`src/rtl/mmc1_pkg.sv`:
```
// Shared MMC1 definitions: register indices, bus constants and the register address window helper.
package mmc1_pkg;

  localparam int unsigned MMC1_ADDR_W = 16;
  localparam int unsigned MMC1_DATA_W = 8;
  localparam int unsigned MMC1_VAL_W  = 5;
  localparam int unsigned MMC1_K_W    = 3;

  localparam logic [MMC1_DATA_W-1:0] MMC1_RESET_DATA = 8'h80;
  localparam logic [MMC1_DATA_W-1:0] MMC1_IDLE_DATA  = 8'hFF;
  localparam logic [MMC1_ADDR_W-1:0] MMC1_IDLE_ADDR  = 16'h0000;
  localparam logic [MMC1_ADDR_W-1:0] MMC1_RESET_ADDR = 16'h8000;
  localparam logic [MMC1_K_W-1:0]    MMC1_K_LAST     = 3'd4;

  typedef enum logic [1:0] {
    MMC1_CONTROL = 2'd0,
    MMC1_CHR0    = 2'd1,
    MMC1_CHR1    = 2'd2,
    MMC1_PRG     = 2'd3
  } mmc1_reg_e;

  typedef enum logic [1:0] {
    ST_IDLE,
    ST_RST_WR,
    ST_BIT_WR,
    ST_GAP
  } mmc1_state_e;

  typedef struct packed {
    mmc1_reg_e             idx;
    logic [MMC1_VAL_W-1:0] val;
    logic                  shift_reset;
  } mmc1_req_t;

  function automatic logic [MMC1_ADDR_W-1:0] mmc1_reg_addr(input mmc1_reg_e idx);
    return {1'b1, idx, 13'h0};
  endfunction

endpackage

```
`src/rtl/m2_phase_gen.sv`:
```
// Free-running M2 generator. fall/update are high during the clk cycle whose closing edge
// is the m2 falling edge (ph -> 0) or the output-update edge (ph -> 1) respectively.
module m2_phase_gen #(
  parameter int unsigned M2_DIV = 6
) (
  input  logic clk,
  input  logic reset,
  output logic m2,
  output logic fall,
  output logic update
);

  localparam int unsigned PH_N = 2 * M2_DIV;
  localparam int unsigned PH_W = $clog2(PH_N);
  localparam logic [PH_W-1:0] PH_LAST = PH_W'(PH_N - 1);
  localparam logic [PH_W-1:0] PH_HIGH = PH_W'(M2_DIV);

  logic [PH_W-1:0] ph;
  logic [PH_W-1:0] ph_nxt;

  always_comb ph_nxt = (ph == PH_LAST) ? '0 : ph + PH_W'(1);

  // update resets high because ph resets to 0, so the first edge is an update edge
  always_ff @(posedge clk or posedge reset) begin
    if (reset) begin
      ph     <= '0;
      m2     <= 1'b0;
      fall   <= 1'b0;
      update <= 1'b1;
    end else begin
      ph     <= ph_nxt;
      m2     <= (ph_nxt >= PH_HIGH);
      fall   <= (ph_nxt == PH_LAST);
      update <= (ph_nxt == '0);
    end
  end

endmodule

```
`src/rtl/mmc1_serial_writer.sv`:
```
// Turns a parallel MMC1 register write into the 5-write serial sequence (optionally preceded
// by a shift-reset write) on a generated CPU bus, one idle cycle between writes.
module mmc1_serial_writer
  import mmc1_pkg::*;
#(
  parameter int unsigned M2_DIV = 6
) (
  input  logic                   clk,
  input  logic                   reset,
  input  logic                   req_valid,
  output logic                   req_ready,
  input  logic [1:0]             req_reg,
  input  logic [MMC1_VAL_W-1:0]  req_data,
  input  logic                   req_reset,
  output logic                   m2,
  output logic [MMC1_ADDR_W-1:0] cpu_addr,
  output logic [MMC1_DATA_W-1:0] cpu_data,
  output logic                   cpu_rw,
  output logic                   busy,
  output logic                   done
);

  logic fall;
  logic update;

  m2_phase_gen #(.M2_DIV(M2_DIV)) u_phase (
    .clk    (clk),
    .reset  (reset),
    .m2     (m2),
    .fall   (fall),
    .update (update)
  );

  mmc1_state_e           state, state_nxt;
  logic [MMC1_K_W-1:0]   k, k_nxt;
  logic                  armed, armed_nxt;
  logic                  after_rst, after_rst_nxt;
  mmc1_req_t             req_q;
  logic                  accept_c;
  logic                  rw_nxt, done_nxt, ready_nxt;
  logic [MMC1_ADDR_W-1:0] addr_nxt;
  logic [MMC1_DATA_W-1:0] data_nxt;

  assign accept_c = req_valid && req_ready;

  // armed marks an accepted request still waiting in IDLE for the next update edge
  always_ff @(posedge clk or posedge reset) begin
    if (reset) begin
      state     <= ST_IDLE;
      k         <= '0;
      armed     <= 1'b0;
      after_rst <= 1'b0;
    end else begin
      state     <= state_nxt;
      k         <= k_nxt;
      armed     <= armed_nxt;
      after_rst <= after_rst_nxt;
    end
  end

  always_ff @(posedge clk or posedge reset) begin
    if (reset) begin
      req_q <= '0;
    end else if (accept_c) begin
      req_q <= '{idx: mmc1_reg_e'(req_reg), val: req_data, shift_reset: req_reset};
    end
  end

  always_comb begin
    state_nxt     = state;
    k_nxt         = k;
    armed_nxt     = armed;
    after_rst_nxt = after_rst;
    if (accept_c) begin
      armed_nxt = 1'b1;
      k_nxt     = '0;
    end
    if (update) begin
      case (state)
        ST_IDLE: begin
          if (armed) begin
            state_nxt = req_q.shift_reset ? ST_RST_WR : ST_BIT_WR;
            armed_nxt = 1'b0;
          end
        end
        ST_RST_WR: begin
          state_nxt     = ST_GAP;
          after_rst_nxt = 1'b1;
        end
        ST_BIT_WR: begin
          state_nxt     = ST_GAP;
          after_rst_nxt = 1'b0;
        end
        ST_GAP: begin
          if (after_rst) begin
            state_nxt = ST_BIT_WR;
            k_nxt     = '0;
          end else if (k == MMC1_K_LAST) begin
            state_nxt = ST_IDLE;
          end else begin
            state_nxt = ST_BIT_WR;
            k_nxt     = k + MMC1_K_W'(1);
          end
        end
        default: state_nxt = ST_IDLE;
      endcase
    end
  end

  // bus outputs only move on update edges; they follow the state being entered
  always_comb begin
    rw_nxt   = cpu_rw;
    addr_nxt = cpu_addr;
    data_nxt = cpu_data;
    if (update) begin
      case (state_nxt)
        ST_RST_WR: begin
          rw_nxt   = 1'b0;
          addr_nxt = MMC1_RESET_ADDR;
          data_nxt = MMC1_RESET_DATA;
        end
        ST_BIT_WR: begin
          rw_nxt   = 1'b0;
          addr_nxt = mmc1_reg_addr(req_q.idx);
          data_nxt = {{(MMC1_DATA_W-1){1'b0}}, req_q.val[k_nxt]};
        end
        default: begin
          rw_nxt   = 1'b1;
          addr_nxt = MMC1_IDLE_ADDR;
          data_nxt = MMC1_IDLE_DATA;
        end
      endcase
    end
    done_nxt  = update && (state == ST_GAP) && !after_rst && (k == MMC1_K_LAST);
    ready_nxt = (state_nxt == ST_IDLE) && !armed_nxt;
  end

  always_ff @(posedge clk or posedge reset) begin
    if (reset) begin
      cpu_rw    <= 1'b1;
      cpu_addr  <= MMC1_IDLE_ADDR;
      cpu_data  <= MMC1_IDLE_DATA;
      done      <= 1'b0;
      req_ready <= 1'b1;
      busy      <= 1'b0;
    end else begin
      cpu_rw    <= rw_nxt;
      cpu_addr  <= addr_nxt;
      cpu_data  <= data_nxt;
      done      <= done_nxt;
      req_ready <= ready_nxt;
      busy      <= !ready_nxt;
    end
  end

  // the MMC1 samples on the m2 falling edge, so the bus must not move there
  a_stable_on_fall: assert property (@(posedge clk) disable iff (reset)
    fall |=> $stable({cpu_addr, cpu_data, cpu_rw}));

endmodule

```
`config.mk`:
```
export PLATFORM = sky130hd
export DESIGN_NAME = mmc1_serial_writer
export DESIGN_NICKNAME = d
export VERILOG_FILES = /design/src/rtl/mmc1_pkg.sv /design/src/rtl/m2_phase_gen.sv /design/src/rtl/mmc1_serial_writer.sv
export SDC_FILE = /design/constraint.sdc
export NUM_CORES = 1
export LEC_CHECK = 0
export CORE_MARGIN = 2
export CORE_UTILIZATION = 45
export DETAILED_ROUTE_END_ITERATION = 16
export HOLD_SLACK_MARGIN = 0.05
export PLACE_DENSITY = 0.84
export SLEW_MARGIN = 0
export SYNTH_ARGS = -nofsm -noshare
export SYNTH_HDL_FRONTEND = slang
export SYNTH_HIERARCHICAL = 1
export SYNTH_SLANG_ARGS = --single-unit
export TNS_END_PERCENT = 5
```
`constraint.sdc`:
```
create_clock -name clk -period 2.2 [get_ports clk]
set_clock_uncertainty 0.2 [all_clocks]
set_input_delay 0.44 -clock clk [delete_from_list [all_inputs] [get_ports clk]]
set_output_delay 0.44 -clock clk [all_outputs]
set_load 0.02 [all_outputs]
```
## Word level (Yosys, flattened, before mapping)

Cells that the tools add are included.

| operators by class | value |
|---|---|
| order comparisons | 2 |
| bitwise operators | 0 |
| reductions and logical operators | 15 |
| multiplexer cells | 22 |
| equality and inequality tests | 7 |
| shift-type cells | 0 |
| $mul | 0 |
| div/mod/pow operators | 0 |
| add/subtract/negate cells | 2 |

Operators by type and width:

| cell | number |
|---|---|
| 16-bit one-hot mux with 2 select lines | 1 |
| 8-bit one-hot mux with 2 select lines | 1 |
| 3-bit two-way mux | 5 |
| 2-bit two-way mux | 5 |
| 2-bit == test (second input constant) | 3 |
| 1-bit two-way mux | 6 |
| 2-bit one-hot mux with 3 select lines | 1 |
| 1-bit logical AND | 5 |
| 4-bit by 1-bit adder with 4-bit output (second input constant) | 1 |
| 2-bit by 1-bit == test with 1-bit output (second input constant) | 2 |
| 4-bit == test (second input constant) | 1 |
| 4-bit by 3-bit >= comparator with 1-bit output (second input constant) | 1 |
| 2-bit zero test | 2 |
| 4-bit zero test | 1 |
| 3-bit by 4-bit < comparator with 1-bit output (second input constant) | 1 |
| 4-bit two-way mux | 1 |
| 2-bit OR reduction | 2 |
| 3-bit by 1-bit adder with 3-bit output (second input constant) | 1 |
| 1-bit binary-select mux with 3-bit select | 1 |
| 3-bit == test (second input constant) | 1 |
| 1-bit zero test | 3 |
| 1-bit one-hot mux with 2 select lines | 1 |
| 2-bit AND reduction | 1 |
| 2-bit nonzero test | 1 |

| storage, ports and cells | value |
|---|---|
| memory bits (writable) | 0 |
| logic and storage cells | 64 |
| memories | 0 |
| latch bits | 0 |
| register bits | 49 |
| ROM bits | 0 |

## Longest topological paths before layout

Gate-level depths: netlist (run 1).

| depth | value |
|---|---|
| depth in word-level cells | 9 |
| depth in mapped cells | 12 |
| mapped depth without buffers | 12 |

## Modules after synthesis

The synthesis (run 1) kept the hierarchy.

By module, submodules not included:

| module | area an instance (µm²) | cells an instance | times used | seq. area each (µm²) |
|---|---|---|---|---|
| mmc1_serial_writer | 1431.4 | 140 | 1 | 605.6 |
| m2_phase_gen | 322.8 | 28 | 1 | 176.4 |

## Worst setup path before layout (run 1)

OpenSTA, ideal clock, no wires.

| path | value |
|---|---|
| path type | reg2reg |
| from | register k[0] |
| to | register cpu_data[0] |
| library setup time | 61 ps |
| path slack | 74 ps |
| stages on the path, launching flop included | 12 |
| data required time | 1939 ps |
| data arrival time | 1864 ps |
| buffers on the path | 0 |
| clock period less this slack | 2126 ps |
| cell sequence | dfrtp_1 -> inv_1 -> ha_1 -> nand2_1 -> o21ai_0 -> nand3_1 -> a32o_1 -> ha_1 -> o21ai_0 -> a41oi_1 -> a21oi_1 -> o31a_1 |

RTL lines:

| what | line | RTL |
|---|---|---|
| from (decl) | mmc1_serial_writer.sv:35 | `logic [MMC1_K_W-1:0] k, k_nxt;` |
| from (signal assigned) | mmc1_serial_writer.sv:55 | `k <= k_nxt;` |
| 3-bit == test (*) | mmc1_serial_writer.sv:98 | `end else if (k == MMC1_K_LAST) begin` |
| 2-bit two-way mux (*) | mmc1_serial_writer.sv:98 |  |
| 2-bit two-way mux (*) | mmc1_serial_writer.sv:95 | `if (after_rst) begin` |
| 2-bit one-hot mux with 3 select lines (*) | mmc1_serial_writer.sv:79 | `case (state)` |
| 2-bit two-way mux (*) | mmc1_serial_writer.sv:78 | `if (update) begin` |
| named net state_nxt[1] | mmc1_serial_writer.sv:34 | `mmc1_state_e state, state_nxt;` |
| 2-bit == test / 2-bit by 1-bit == test with 1-bit output (equally long branches) | mmc1_serial_writer.sv:116 | `case (state_nxt)` |
| 8-bit one-hot mux with 2 select lines (*) | mmc1_serial_writer.sv:116 |  |
| to (signal assigned) | mmc1_serial_writer.sv:149 | `cpu_data <= data_nxt;` |
| to (decl) | mmc1_serial_writer.sv:17 | `output logic [MMC1_DATA_W-1:0] cpu_data,` |

The timed path passes the listed nets; every way through them passes the cells marked *. The select of a mux whose other input is x is not followed.
A chain may end at the register's enable or synchronous reset.

## Final worst setup path (run 1)

| path | value |
|---|---|
| from | register state[1] |
| to | register cpu_data[0] |

| on the way | value |
|---|---|
| word-level cells in the longest chain between the ends | 6 |

RTL lines:

| what | line | RTL |
|---|---|---|
| from (decl) | mmc1_serial_writer.sv:34 |  |
| from (signal assigned) | mmc1_serial_writer.sv:54 | `state <= state_nxt;` |
| 2-bit == test / 2-bit by 1-bit == test with 1-bit output (equally long branches) | mmc1_serial_writer.sv:79 |  |
| 3-bit two-way mux / 2-bit OR reduction (equally long branches) | - |  |
| 3-bit two-way mux / 2-bit one-hot mux with 3 select lines (equally long branches) | mmc1_serial_writer.sv:78, mmc1_serial_writer.sv:79 |  |
| 1-bit binary-select mux with 3-bit select / 2-bit two-way mux (equally long branches) | mmc1_serial_writer.sv:125, mmc1_serial_writer.sv:78 |  |
| 1-bit two-way mux (not written as such), or another cell as far along | mmc1_serial_writer.sv:125 | `data_nxt = {{(MMC1_DATA_W-1){1'b0}}, req_q.val[k_nxt]};` |
| 8-bit one-hot mux with 2 select lines (*) | mmc1_serial_writer.sv:116 |  |

Every way passes the cells marked *; elsewhere a longest branch is shown, timed or not. The select of a mux whose other input is x is not followed.

==> out/metrics.yaml, run 1 <==
timing:
  maxSlewViolCount: 0
  finalSetupTns_ns: 0
  finalSetupViolCount: 0
  hold_viol: 0
  worst_slack_ns: 0.0336
  rsz0062_at_grt: "yes"
  fmax_mhz: 462
  period_share_pct: 98.5
  post-route-min-period_ns: 2.17
critical_path:
  path_cells: "buf_6 > ha_4 > buf_4 > a22oi_4 > a32oi_4 > and4bb_1 > a32oi_2 > o31a_1"
  max_stage_delay_ns: 0.42
  cp_max_fo: 4
  path_class: "flop to flop"
  setup.worst_path.end_class: "flop"
  cpMaxStageDelayCell: "dfrtp_1"
  cp.arrival_ns: 2.17
  start_kind: "flop"
  worstRegToRegCells: 8
  critPathRequiredTime_ns: 2.21
logic_synthesis:
  syn_area_per_cell_um2: 10.4
  ys_warn_count: 6
  syn_area_um2: 1720
  netlist_instances: 166
cells_and_area:
  syn_to_final_growth_pct: 32.8
  final_cell_mix: "clkdlybuf4s50_1 (26), dfrtp_1 (25), inv_1 (22), buf_4 (17), conb_1 (13)"
  layout-drive-gt1-share_pct: 31.1
  postLayoutCoreUtil_pct: 62.5
  stdcell_count: 257
  nFillCells: 285
  n_antenna_cell: 0
  layout_commonest_cell: "clkdlybuf4s50_1"
  final_nets: 231
detailed_routing:
  ant_nets: 0
  drt_iter0_drc: 58
  routed_wl_um: 3520
  post-route-drc-count: 0
  viasPerCell: 4.94
  wire_per_inst_um: 13.7
  vias: 1269
  first_pass_iters: 4
floorplanning:
  rows: 22
  core_area_um2: 3660
  die_x_um: 65.9
  die_area_um2: 4340
  die_h_um: 65.9
  initial_core_util_pct: 47.1
  pin_count: 40
place:
  dpl.hpwl_um: 2340
  pre_cts_ws_ns: -0.0516
  port_buffers: 26
  dp.cells: 240
  gp_congestion: 0.769
grt:
  grt_pass1_vias: 1253
  grt-ovfl-total: 0
  grt_max_degree: 25
  grt_pass1_wl_um: 5360
  grt_antenna_before_repair: 0
  grt_usage_pct: 16.6
clock_tree:
  root_buffer: "clkbuf_8"
  h-tree-depth: 2
  clk_pin_slew_ns: 0.06
  clk_latency_ns: 0.28
  clock_path_buffers: 2
  cts_hold_buf: 0
  cts_buffers: 5
  cts_tree: "yes"
  cts_sinks: 30
power:
  p_leak_nw: 1.04
  clockPowerShare_pct: 14.7
  swShare_pct: 38.9
  p_int_w: 0.00173
  power.density_nw_per_um2: 1240
  power_w: 0.00283
  switchingPower_w: 0.00110
  combPwrFrac_pct: 52.9
  peakVddDrop_uv: 986
  seq_power_share_pct: 32.3
worst_hold_path:
  hp-class: "primary input to asynchronous set/reset pin"
run:
  max-cap-violations: 0
run_status:
  status: "finished, final reports clean"
-- final timing paths --
kind | startpoint | to | slack (ns)
max | state[1] | cpu_data[0] | 0.03
min | reset | u_phase/ph[0] | 0.20
max reg2reg | state[1] | cpu_data[0] | 0.03
min reg2reg | cpu_data[7] | cpu_data[7] | 0.27
max in group asynchronous | reset | cpu_data[0] | 1.17
min in group clk | cpu_data[7] | cpu_data[7] | 0.27
-- final cells by class --
type	count	area [um2]	share of cell area [%]
inverter	27	101	4.43
tap	48	60.1	2.63
clock buffer	8	80.1	3.50
timing repair buffer	45	419	18.3
sequential	30	757	33.1
multi-input combinational	99	870	38.0
-- registers in the layout, summed over array words and instances, names as in the netlist --
signal	cells
k	3
busy	1
u_phase/update	1
done	1
u_phase/m2	1
req_ready	1
cpu_data	3
cpu_addr	3
req_q	8
armed	1
u_phase/ph	4
state	2
after_rst	1
-- layer usage --
metal	share of wire [%]	wire (um)	global-route usage, %
met5	0	0	0
met4	1.9	68	9.11
met3	3.8	135	4.43
met2	53	1880	27.4
met1	41	1430	19.4
-- timing repair --
action                     in CTS  in global routing
buffers inserted                2                  7
setup endpoints to repair       1                  4
pin swaps                       1                 12
resized for setup               4                 28
-- critical path: cells and delay by family, from the launching register on --
family          cells  cell delay (ns)
compound gates      4             0.73
simple gates        1             0.31
flops               1             0.42
fa+ha+maj           1             0.15
buf+inv             2             0.28
-- through the flow --
step	hold slack (ns)	instance area (um2)
3_5_place_dp	0.259	2010
2_1_floorplan	0.0302	1770
3_3_place_gp	0.267	2010
5_1_grt	0.218	2290
6_report	0.203	2290
4_1_cts	0.206	2110
-- power groups by stage --
| stage | logic, W | registers (W) | clock network (W) |
|---|---|---|---|
| global placement | 0.00111 | 0.000910 | 0 |
| global route | 0.00162 | 0.000941 | 0.000459 |
| detailed placement | 0.00115 | 0.000911 | 0 |
| CTS | 0.00121 | 0.000900 | 0.000427 |
| finish | 0.00150 | 0.000914 | 0.000416 |
| floorplan | 0.000733 | 0.000953 | 0 |
Power figures use the tool's default switching activity.
==> run 2: changes to the inputs <==
CORE_MARGIN = 10   (was 2)
SLEW_MARGIN = default   (was 0)
==> out/metrics.yaml, run 2 (synthesis gave the netlist of run 1 again) <==
cells_and_area:
  stdcell_count: 252  # -1.9%
  postLayoutCoreUtil_pct: 58.8  # -3.7 points
  register_area_um2: 757  # unchanged
  nFillCells: 328  # +15%
  final_nets: 226  # -2.2%
  largest_register_ffs: 8  # unchanged
  final_cell_mix: "clkdlybuf4s50_1 (26), inv_1 (25), dfrtp_1 (25), buf_4 (14), conb_1 (13)"
  top_register: "req_q"
  reg.largest.list: "req_q: 8 flops, u_phase/ph: 4 flops"
  multiInputGateArea_um2: 777  # -11%
  syn_to_final_growth_pct: 25.9
  layout-drive-gt1-share_pct: 24.0  # -7.1 points
  layout_commonest_cell: "clkdlybuf4s50_1"
  n_antenna_cell: 0  # unchanged
critical_path:
  max_stage_delay_ns: 0.63  # +0.21 ns
  critPathRequiredTime_ns: 1.56  # -0.65 ns
  cp_max_fo: 8  # +4
  worst-path-buf-inv: 1  # -1
  path_cells: "clkdlybuf4s50_1"
  cpMaxStageDelayCell: "clkdlybuf4s50_1"
  critPathTopFamily: "buffers and inverters"
  setup.worst_path.end_class: "output pin"
  cp.arrival_ns: 1.49  # -0.68 ns
  path_class: "flop to output pin"
  start_kind: "flop"
floorplanning:
  die_x_um: 81.9  # +24%
  pin_count: 40  # unchanged
  core_area_um2: 3690  # +0.75%
  rows: 22  # unchanged
  die_h_um: 81.9  # +24%
  initial_core_util_pct: 46.7  # -0.35 points
  die_area_um2: 6700  # +54%
grt:
  grt_pass1_wl_um: 5590  # +4.3%
  grt_usage_pct: 10.9  # -5.7 points
  grt_pass1_vias: 1283  # +2.4%
  grt-ovfl-total: 0  # unchanged
  grt_max_degree: 25  # unchanged
  grt_antenna_before_repair: 0  # unchanged
place:
  gp_congestion: 0.849  # +10%
  port_buffers: 26  # unchanged
  dpl.hpwl_um: 2620  # +12%
  dp.cells: 241  # +0.42%
  pre_cts_ws_ns: -0.0126  # +0.0390 ns
clock_tree:
  h-tree-depth: 2  # unchanged
  cts_tree: "yes"
  cts_hold_buf: 0  # unchanged
  clk_latency_ns: 0.29  # about the same
  clk_pin_slew_ns: 0.06  # about the same
  clock_path_buffers: 2  # unchanged
  root_buffer: "clkbuf_8"
  cts_sinks: 30  # unchanged
  cts_buffers: 5  # unchanged
timing:
  period_share_pct: 97.0  # -1.5 points
  hold_viol: 0  # unchanged
  maxSlewViolCount: 0  # unchanged
  worst_slack_ns: 0.0662  # +0.0325 ns
  finalSetupViolCount: 0  # unchanged
  fmax_mhz: 469  # +1.5%
  holdWs_ns: 0.209  # +0.00579 ns
  post-route-min-period_ns: 2.13  # -0.0325 ns
power:
  p_int_w: 0.00172  # -0.24%
  swShare_pct: 36.7  # -2.2 points
  peakVddDrop_uv: 783  # -21%
  seq_power_share_pct: 33.2  # +0.9 points
  clockPowerShare_pct: 20.1  # +5.4 points
  p_leak_nw: 1.03  # -1.3%
  combPwrFrac_pct: 46.7  # -6.2 points
  power.density_nw_per_um2: 1250  # +1.4%
  switchingPower_w: 0.000997  # -9.3%
  power_w: 0.00272  # -3.8%
detailed_routing:
  vias: 1227  # -3.3%
  viasPerCell: 4.87  # -1.4%
  post-route-drc-count: 0  # unchanged
  wire_per_inst_um: 13.7  # -0.28%
  routed_wl_um: 3440  # -2.2%
  ant_nets: 0  # unchanged
  drt_iter0_drc: 40  # -31%
  first_pass_iters: 4  # unchanged
run:
  max-cap-violations: 0  # unchanged
worst_hold_path:
  hp-class: "primary input to asynchronous set/reset pin"
run_status:
  status: "finished, final reports clean"
run 2: cell types whose count changed in the layout (fill, tap and decap cells not counted), moves of 3 or more:
cell      before  now
buf_4         17   14
clkbuf_1       3    0
ha_1           6   11
ha_4           4    1
inv_1         22   25
inv_2          5    2
run 2: power groups by stage:
stage	combinational [W]	sequential (W)	clock (W)
final	0.00127	0.000904	0.000547
after global routing	0.00141	0.000933	0.000585
after CTS	0.00118	0.000906	0.000567
after detailed placement	0.00116	0.000913	0
after global placement	0.00114	0.000906	0
after floorplan	0.000733	0.000953	0
run 2: routing by layer:
layer	GRT usage, %	vias up	routed length [um]
met5	0	-	0
met4	5.78	0	69
met3	4.59	7	282
met2	16.9	36	1670
met1	12.5	587	1420
li1	-	597	-
run 2: metrics by stage:
step           instance area [um2]  setup TNS [ns]
4_1_cts                       2120               0
3_3_place_gp                  2010               0
6_report                      2170               0
5_1_grt                       2170         -0.0312
2_1_floorplan                 1770               0
3_5_place_dp                  2010         -0.0126
run 2: area by class of cell:
class / count / share of cell area [%]
clock inverter: 3 / 1.85
multi-input combinational: 99 / 35.8
clock buffer: 5 / 3.17
tap: 48 / 2.77
inverter: 27 / 4.67
timing repair buffer: 40 / 16.8
sequential: 30 / 34.9
run 2: what timing repair did:
item	4_1_cts	5_1_grt
pin swaps	0	1
endpoints found under the setup margin	1	4
resized for setup	2	9
setup buffers	0	3
run 2: worst paths after layout:
path | startpoint | end | slack (ns) | cells after the start
worst max-delay path | cpu_data[6] | cpu_data[6] | 0.07 | 1
worst min-delay path | reset | u_phase/ph[0] | 0.21 | 2
worst max register to register | state[1] | cpu_data[0] | 0.11 | 8
worst min register to register | cpu_data[7] | cpu_data[7] | 0.27 | 2
max in group asynchronous | reset | cpu_data[0] | 1.17 | 3
min in group clk | cpu_data[7] | cpu_data[7] | 0.27 | 2
==> run 3: changes to the inputs <==
CAP_MARGIN = 20   (was default)
==> results of run 3 <==
The final DEF is identical to that of run 2; final timing and power are the same.
